[src/rtl/uart_rx_fifo_if.sv]
// uart_rx_fifo_if: receiver-side capture signals and consumer-side FWFT pop handshake.
// The slave modport is the FIFO's view; the master modport is the UART receiver plus the consumer.
`default_nettype none

interface uart_rx_fifo_if;
    logic [7:0] rx_data;
    logic       rx_ready;
    logic       rx_error;
    logic [7:0] rd_data;
    logic       rd_err;
    logic       rd_valid;
    logic       rd_en;

    modport master (
        output rx_data, rx_ready, rx_error, rd_en,
        input  rd_data, rd_err, rd_valid
    );

    modport slave (
        input  rx_data, rx_ready, rx_error, rd_en,
        output rd_data, rd_err, rd_valid
    );
endinterface

`default_nettype wire

[src/rtl/uart_rx_fifo.sv]
// uart_rx_fifo: edge-detected UART byte capture into a circular FWFT FIFO with level/afull/overflow/error stats.
// Optional macro UART_RX_FIFO_ERR_KEEP_EN stores errored frames as 9-bit entries and exposes their error bit.
`default_nettype none

module uart_rx_fifo #(
    parameter int DEPTH     = 16,
    parameter int AFULL_LVL = 12
) (
    input  wire logic                   clk50m,
    input  wire logic                   rst_n,
    uart_rx_fifo_if.slave               bus,
    output logic [$clog2(DEPTH):0]      level_o,
    output logic                        afull_o,
    output logic                        overflow_o,
    output logic [7:0]                  err_cnt_o,
    input  wire logic                   stat_clr_i
);

    localparam int AW = $clog2(DEPTH);
    localparam int LW = AW + 1;
`ifdef UART_RX_FIFO_ERR_KEEP_EN
    localparam int EW = 9;
`else
    localparam int EW = 8;
`endif

    logic          rdy_q;
    logic [AW-1:0] wr_ptr_q, wr_ptr_d;
    logic [AW-1:0] rd_ptr_q, rd_ptr_d;
    logic [LW-1:0] level_q,  level_d;
    logic          ovf_q,    ovf_d;
    logic [7:0]    errc_q,   errc_d;
    logic [EW-1:0] mem_q [DEPTH];

    logic          wr_stb;
    logic          wr_req;
    logic          pop;
    logic          not_full;
    logic          wr_acc;
    logic          wr_drop;
    logic          err_evt;
    logic [EW-1:0] wr_entry;
    logic [EW-1:0] head;

    assign wr_stb   = bus.rx_ready & ~rdy_q;
    assign err_evt  = wr_stb & bus.rx_error;

`ifdef UART_RX_FIFO_ERR_KEEP_EN
    assign wr_req   = wr_stb;
    assign wr_entry = {bus.rx_error, bus.rx_data};
`else
    // Errored frames are only counted, so they can never fill the FIFO or flag overflow.
    assign wr_req   = wr_stb & ~bus.rx_error;
    assign wr_entry = bus.rx_data;
`endif

    assign pop      = bus.rd_en & bus.rd_valid;
    assign not_full = (level_q < LW'(DEPTH));
    assign wr_acc   = wr_req & (not_full | pop);
    assign wr_drop  = wr_req & ~(not_full | pop);

    always_comb begin
        wr_ptr_d = wr_ptr_q;
        rd_ptr_d = rd_ptr_q;
        level_d  = level_q;
        ovf_d    = ovf_q;
        errc_d   = errc_q;

        if (wr_acc) begin
            wr_ptr_d = wr_ptr_q + AW'(1);
        end
        if (pop) begin
            rd_ptr_d = rd_ptr_q + AW'(1);
        end
        if (wr_acc && !pop) begin
            level_d = level_q + LW'(1);
        end else if (pop && !wr_acc) begin
            level_d = level_q - LW'(1);
        end

        // Set/increment events take priority over a coincident clear.
        if (wr_drop) begin
            ovf_d = 1'b1;
        end else if (stat_clr_i) begin
            ovf_d = 1'b0;
        end

        if (err_evt) begin
            if (stat_clr_i) begin
                errc_d = 8'd1;
            end else if (errc_q != 8'hFF) begin
                errc_d = errc_q + 8'd1;
            end
        end else if (stat_clr_i) begin
            errc_d = 8'd0;
        end
    end

    always_ff @(posedge clk50m or negedge rst_n) begin
        if (!rst_n) begin
            rdy_q    <= 1'b0;
            wr_ptr_q <= '0;
            rd_ptr_q <= '0;
            level_q  <= '0;
            ovf_q    <= 1'b0;
            errc_q   <= 8'd0;
        end else begin
            rdy_q    <= bus.rx_ready;
            wr_ptr_q <= wr_ptr_d;
            rd_ptr_q <= rd_ptr_d;
            level_q  <= level_d;
            ovf_q    <= ovf_d;
            errc_q   <= errc_d;
        end
    end

    // Storage is deliberately left out of reset; emptiness is tracked by level_q alone.
    always_ff @(posedge clk50m) begin
        if (wr_acc) begin
            mem_q[wr_ptr_q] <= wr_entry;
        end
    end

    assign head         = mem_q[rd_ptr_q];
    assign bus.rd_data  = head[7:0];
`ifdef UART_RX_FIFO_ERR_KEEP_EN
    assign bus.rd_err   = head[8];
`else
    assign bus.rd_err   = 1'b0;
`endif
    assign bus.rd_valid = (level_q != '0);

    assign level_o    = level_q;
    assign afull_o    = (level_q >= LW'(AFULL_LVL));
    assign overflow_o = ovf_q;
    assign err_cnt_o  = errc_q;

endmodule

`default_nettype wire

[src/flat_wrapper.sv]
// flat-port wrapper written by rule: the top's interface ports become plain ports
module uart_rx_fifo_flat 
#(
    parameter int DEPTH     = 16,
    parameter int AFULL_LVL = 12
)
  (clk50m, rst_n, level_o, afull_o, overflow_o, err_cnt_o, stat_clr_i, bus_rx_data, bus_rx_ready, bus_rx_error, bus_rd_en, bus_rd_data, bus_rd_err, bus_rd_valid);
  uart_rx_fifo_if bus_i ();
  input  wire logic clk50m;
  input  wire logic rst_n;
  output logic [$clog2(DEPTH):0] level_o;
  output logic afull_o;
  output logic overflow_o;
  output logic [7:0] err_cnt_o;
  input  wire logic stat_clr_i;
  input wire logic [$bits(bus_i.rx_data)-1:0] bus_rx_data;
  input wire logic [$bits(bus_i.rx_ready)-1:0] bus_rx_ready;
  input wire logic [$bits(bus_i.rx_error)-1:0] bus_rx_error;
  input wire logic [$bits(bus_i.rd_en)-1:0] bus_rd_en;
  output wire logic [$bits(bus_i.rd_data)-1:0] bus_rd_data;
  output wire logic [$bits(bus_i.rd_err)-1:0] bus_rd_err;
  output wire logic [$bits(bus_i.rd_valid)-1:0] bus_rd_valid;
  assign bus_i.rx_data = bus_rx_data;
  assign bus_i.rx_ready = bus_rx_ready;
  assign bus_i.rx_error = bus_rx_error;
  assign bus_i.rd_en = bus_rd_en;
  assign bus_rd_data = bus_i.rd_data;
  assign bus_rd_err = bus_i.rd_err;
  assign bus_rd_valid = bus_i.rd_valid;
  uart_rx_fifo #(.DEPTH(DEPTH), .AFULL_LVL(AFULL_LVL)) u_core (.clk50m(clk50m), .rst_n(rst_n), .bus(bus_i), .level_o(level_o), .afull_o(afull_o), .overflow_o(overflow_o), .err_cnt_o(err_cnt_o), .stat_clr_i(stat_clr_i));
endmodule
[config.mk]
export PLATFORM = sky130hd
export DESIGN_NAME = uart_rx_fifo_flat
export DESIGN_NICKNAME = d
export VERILOG_FILES = /design/src/rtl/uart_rx_fifo_if.sv /design/src/rtl/uart_rx_fifo.sv /design/src/flat_wrapper.sv
export SDC_FILE = /design/constraint.sdc
export NUM_CORES = 1
export LEC_CHECK = 0
export ABC_AREA = 1
export BUFFER_PORTS_ARGS = -buffer_cell sky130_fd_sc_hd__buf_4
export CAP_MARGIN = 5
export CORE_MARGIN = 1
export CORE_UTILIZATION = 55
export CTS_CLUSTER_DIAMETER = 60
export DETAILED_ROUTE_END_ITERATION = 8
export HOLD_SLACK_MARGIN = 0.05
export PLACE_DENSITY = 0.73
export REMOVE_ABC_BUFFERS = 1
export SLEW_MARGIN = 10
export SYNTH_ARGS = -nofsm -noshare
export SYNTH_HDL_FRONTEND = slang
export SYNTH_SLANG_ARGS = --single-unit
[constraint.sdc]
create_clock -name clk50m -period 4.1 [get_ports clk50m]
set_input_delay 0.82 -clock clk50m [delete_from_list [all_inputs] [get_ports clk50m]]
set_output_delay 0.82 -clock clk50m [all_outputs]
set_load 0.01 [all_outputs]
Word-level counts from Yosys, hierarchy flattened
Memories as Yosys holds them, arrays and structs flattened. Cells that the tools add are included.

Register bits after elaboration: 23. RAM bits: 128. Bits of input ports: 14. Output and inout bits: 25. Logic and storage cells: 45. Memories: 1.

Add/subtract/negate cells: 5. Magnitude comparators: 2. Eq/ne operators: 1. Mux-type cells: 10. Bitwise logic cells: 10. Reduce and logical (&&, ||, !) cells: 10.

Memories: u_core.mem_q (depth 16, bits a word 8, rd ports 1, clocked after Yosys merged registers in 0, wr ports 1, RTL line uart_rx_fifo.sv:33) `logic [EW-1:0] mem_q [DEPTH];`.

Operators with widths (count): 8-bit two-way mux (4); 5-bit two-way mux (2); 4-bit by 1-bit adder with 4-bit output, second input constant (2); 8-bit by 1-bit adder with 8-bit output, second input constant (1); 8-bit != test, second input constant (1); 2-bit nonzero test (4); 1-bit bitwise AND (6); 5-bit by 1-bit adder with 5-bit output, second input constant (1); 5-bit by 4-bit >= comparator with 1-bit output, second input constant (1); 5-bit less-than comparator, second input constant (1); 5-bit nonzero test (1); 5-bit by 1-bit subtractor with 5-bit output, second input constant (1); 1-bit two-way mux (4); 1-bit inverter (3); 1-bit logical AND (2); 1-bit zero test (2); 2-bit AND reduction (1); 1-bit bitwise OR (1).

Logic depth before layout (Yosys ltp)
Depth after elaboration: 8. Depth in mapped cells: 13. Mapped depth without buffers: 13.

Worst setup path after synthesis
Ideal clock, no wire load.

Kind: input to register. Start point: input port bus_rx_ready. End point: register u_core.level_q[4] (netlist: u_core.level_o[4]). Setup time: 0.117 ns. Arrival time: 2.236 ns. Data required time: 3.983 ns. Setup slack: 1.747 ns. Stages on the path: 13. Path through: inv_1 > nor2_1 > nand3_1 > inv_2 > ha_1 > inv_1 > ha_1 > a21oi_1 > nand2_1 > o21ai_0 > nand2_1 > nand2_1 > nand2_1.

Word-level cells in the longest chain between the ends: 6. Elaborated cells on any way between the ends: 8. Classes of those cells: mux (1); bitwise (3); reduce/logical (4).

Ends and longest elaborated chain: start: declaration (RTL line flat_wrapper.sv:17) `input wire logic [$bits(bus_i.rx_ready)-1:0] bus_rx_ready;`; 1-bit bitwise AND * (RTL line uart_rx_fifo.sv:45) `assign wr_stb = bus.rx_ready & ~rdy_q;`; 1-bit bitwise AND * (RTL line uart_rx_fifo.sv:53) `assign wr_req = wr_stb & ~bus.rx_error;`; 1-bit bitwise AND * (RTL line uart_rx_fifo.sv:59) `assign wr_acc = wr_req & (not_full | pop);`; net u_core.wr_acc (RTL line uart_rx_fifo.sv:39) `logic wr_acc;`; 1-bit zero test (RTL line uart_rx_fifo.sv:77) `end else if (pop && !wr_acc) begin`; 1-bit logical AND (RTL line uart_rx_fifo.sv:77); 2-bit nonzero test (no source line); end signal: assignment (RTL line uart_rx_fifo.sv:111) `level_q <= level_d;`; end: declaration (RTL line uart_rx_fifo.sv:30) `logic [LW-1:0] level_q, level_d;`.

Mark *: on every way through the listed nets, which the timed path passes. The rest lies on a longest branch. A chain may end at the register's enable or synchronous reset.

Worst setup path in the final report
Start point: register u_core.rd_ptr_q[0]. End point: output port bus_rd_data[0].

Word-level cells in the longest chain between the ends: 1.

Ends and longest elaborated chain: start: declaration (RTL line uart_rx_fifo.sv:29) `logic [AW-1:0] rd_ptr_q, rd_ptr_d;`; start signal: assignment (RTL line uart_rx_fifo.sv:110) `rd_ptr_q <= rd_ptr_d;`; memory read 16 x 8 bit; end: declaration (RTL line flat_wrapper.sv:20) `output wire logic [$bits(bus_i.rd_data)-1:0] bus_rd_data;`.

Every way passes these cells.

==> impl_metrics.toml <==
[place]
gp_congestion = 0.842
dp_hpwl_mm = 9.98
dp_cells = 892
postPlaceCellArea_um2 = 7270
place_ws_ns = 1.41
port-buffer-count = 37

[min_path]
hp-class = "input port to async pin"

[critical_path]
worstPathMaxFanout = 66
rr_endpoint = "u_core.level_o[4]"
critPathKind = "flop to output port"
end_kind = "output port"
worstReg2RegStart = "u_core.level_o[0]"
reg2regPathDepth = 12
start_kind = "flop"
arrival_ns = 2.18
r2r_slack_ns = 1.72
cp.required_ns = 3.28

[synth]
synth-async-reset-ratio_pct = 15.2
ys.flop_type = "edfxtp_1"
yosysSeqAreaShare_pct = 64.1
synth.top_cells.by_count = "226 x nand2_1, 128 x edfxtp_1, 117 x inv_1"
yosysMostFrequentCell = "nand2_1"
synthTopCellsByArea = "edfxtp_1 56%, nand2_1 12%, dfrtp_1 8.4%, nand3_1 7.8%, inv_1 6.4%"
post_synth_num_cell_types = 23
synth.cell_area_um2 = 6890
yosysTopAreaCell = "edfxtp_1"
yosys.area.top_type_share_pct = 55.8
ys_ff_latch = 151
ys_warn_count = 0
syn_area_per_cell_um2 = 9.72
synthCells = 709
synth-edff-count = 128

[timing]
hold_violations = 0
setup_viol = 0
worst_slew_pin_slew_ns = 0.912
finalCriticalPeriod_ns = 3.00
slew_viol_final = 0
max_slew_margin_pct = 39.0
setup-tns-final_ns = 0
setup_ws_ns = 1.10
fin_skew_ns = 0.00788
rsz0062_at_grt = "false"
fmax_mhz = 334
post-route-period-util_pct = 73.1

[grt]
grt_max_degree = 67
grt_pass1_vias = 4722
grt_pass1_wl_mm = 24.9
grtUsageMet1_pct = 34.5
grt_overflow = 0
use_met2_pct = 42.3
gr-max-usage-layer = "met2"
gr-usage-met3_pct = 5.15
track_usage_pct = 26.3
antenna_found_initial = 0

[cts]
cts_tree = "done"
cts_sinks = 151
root_buffer = "clkbuf_16"
cts_repair_resize_count = 0
cts_hold_buf = 0
clock_latency_ns = 0.43
clk_pin_slew_ns = 0.06
cts_buffers = 17
post_cts_buffers = 0
cts_max_level = 4
cts.path.max_buffers = 2

[detailed_routing]
vias = 4904
avgRoutedWirePerCell_um = 16.9
dr.pass1.iters = 6
ant_nets = 0
drc = 0
viasPerCell = 5.31
totalWireLength_mm = 15.6
drt_iter0_markers = 564

[layout]
area_growth_pct = 13.7
ff_latch_area_um2 = 4420
fin_util_pct = 64.7
drive_gt1_share_pct = 10.1
n_fill_cell = 947
fin_cells = 924
num_antenna_cells = 0
fin_area_um2 = 7830
nNetsFinal = 768
multi_input_area_um2 = 1860

[power_and_ir_drop]
powerDensity_nw_per_um2 = 645
p_leak_nw = 3.47
ir_drop_uv = 453

[run]
drv_cap = 0

[die]
ios = 39
core_um2 = 12100
num_rows = 40
die-area_um2 = 13000
die_x_um = 114
dieHeight_um = 114
start_util_pct = 56.9

[run_status]
outcome = "complete, no violations"
==> placed cells by master, fill, tap and decap left out <==
master,instances
nand2_1,226
clkinv_2,3
edfxtp_1,128
ha_1,10
inv_2,3
inv_1,117
buf_4,40
clkbuf_16,17
or2_2,1
o21ai_0,15
clkinv_4,2
xor2_1,5
a21oi_1,5
clkinvlp_4,5
nand2_2,1
fa_1,1
nor2_1,31
nand4_1,4
dfrtp_1,22
bufinv_16,2
clkinv_1,1
nand3_1,108
dfrtp_2,1
buf_12,1
nand3b_1,1
xnor2_1,2
clkbuf_1,3
conb_1,1
==> through the flow <==
stage | hold WS, ns | power [mW]
floorplan | 0.499 | 2.88
global placement | 0.487 | 3.50
detailed placement | 0.515 | 3.54
CTS | 0.283 | 5.04
global route | 0.295 | 5.30
finish | 0.286 | 5.05
==> how the worst max path moves through the flow <==
stage	start	to	slack, ns	cells after the start
2_1_floorplan	u_core.rd_ptr_q[0]	bus_rd_data[6]	0.79	6
5_1_grt	u_core.rd_ptr_q[0]	bus_rd_data[4]	0.98	9
3_3_place_gp	bus_rx_ready	u_core.level_o[4]	1.51	14
4_1_cts	u_core.rd_ptr_q[0]	bus_rd_data[4]	1.11	8
3_5_place_dp	bus_rx_ready	u_core.level_o[4]	1.41	14
6_report	u_core.rd_ptr_q[0]	bus_rd_data[0]	1.10	7
==> state kept, by name, summed over array words and instances, names as in the netlist <==
signal             count
u_core.rdy_q           1
u_core.wr_ptr_q        4
u_core.overflow_o      1
u_core.rd_ptr_q        4
u_core.mem_q         128
u_core.level_o         5
u_core.err_cnt_o       8
==> critical path, cell delays in order (launching register included) <==
cell and delay [ns]:
dfrtp_2 0.37, buf_4 0.56, nand2_1 0.14, nand3_1 0.15
nand3_1 0.16, nand3_1 0.11, nand2_1 0.09, buf_4 0.15
==> logic make-up after synthesis <==
logic type               Yosys count  synth area share [%]
other                              1                0.0544
buffers and inverters            147                  8.84
flip-flops                       151                  64.1
AO/OA/AOI/OAI                     20                  1.45
adder cells (fa/ha/maj)           11                  2.11
AND/OR/NAND/NOR                  372                  22.5
XOR/XNOR                           7                 0.890
==> layer usage <==
| layer | part of all wire (%) | wire, um |
|---|---|---|
| met1 | 41 | 6470 |
| met4 | 2.8 | 431 |
| met5 | 0 | 0 |
| met3 | 7.2 | 1130 |
| met2 | 49 | 7590 |
==> where the power goes <==
part / switching (mW) / internal, mW
registers: 0.0879 / 1.76
logic: 1.13 / 0.570
clock network: 0.607 / 0.892
==> layout make-up <==
type	instances	area share (%)
timing repair buffer	41	4.09
clock buffer	20	5.58
multi-input combinational	411	23.8
tap	168	2.68
clock inverter	12	1.66
inverter	121	5.80
sequential	151	56.4
(Power assumes the default switching activity.)
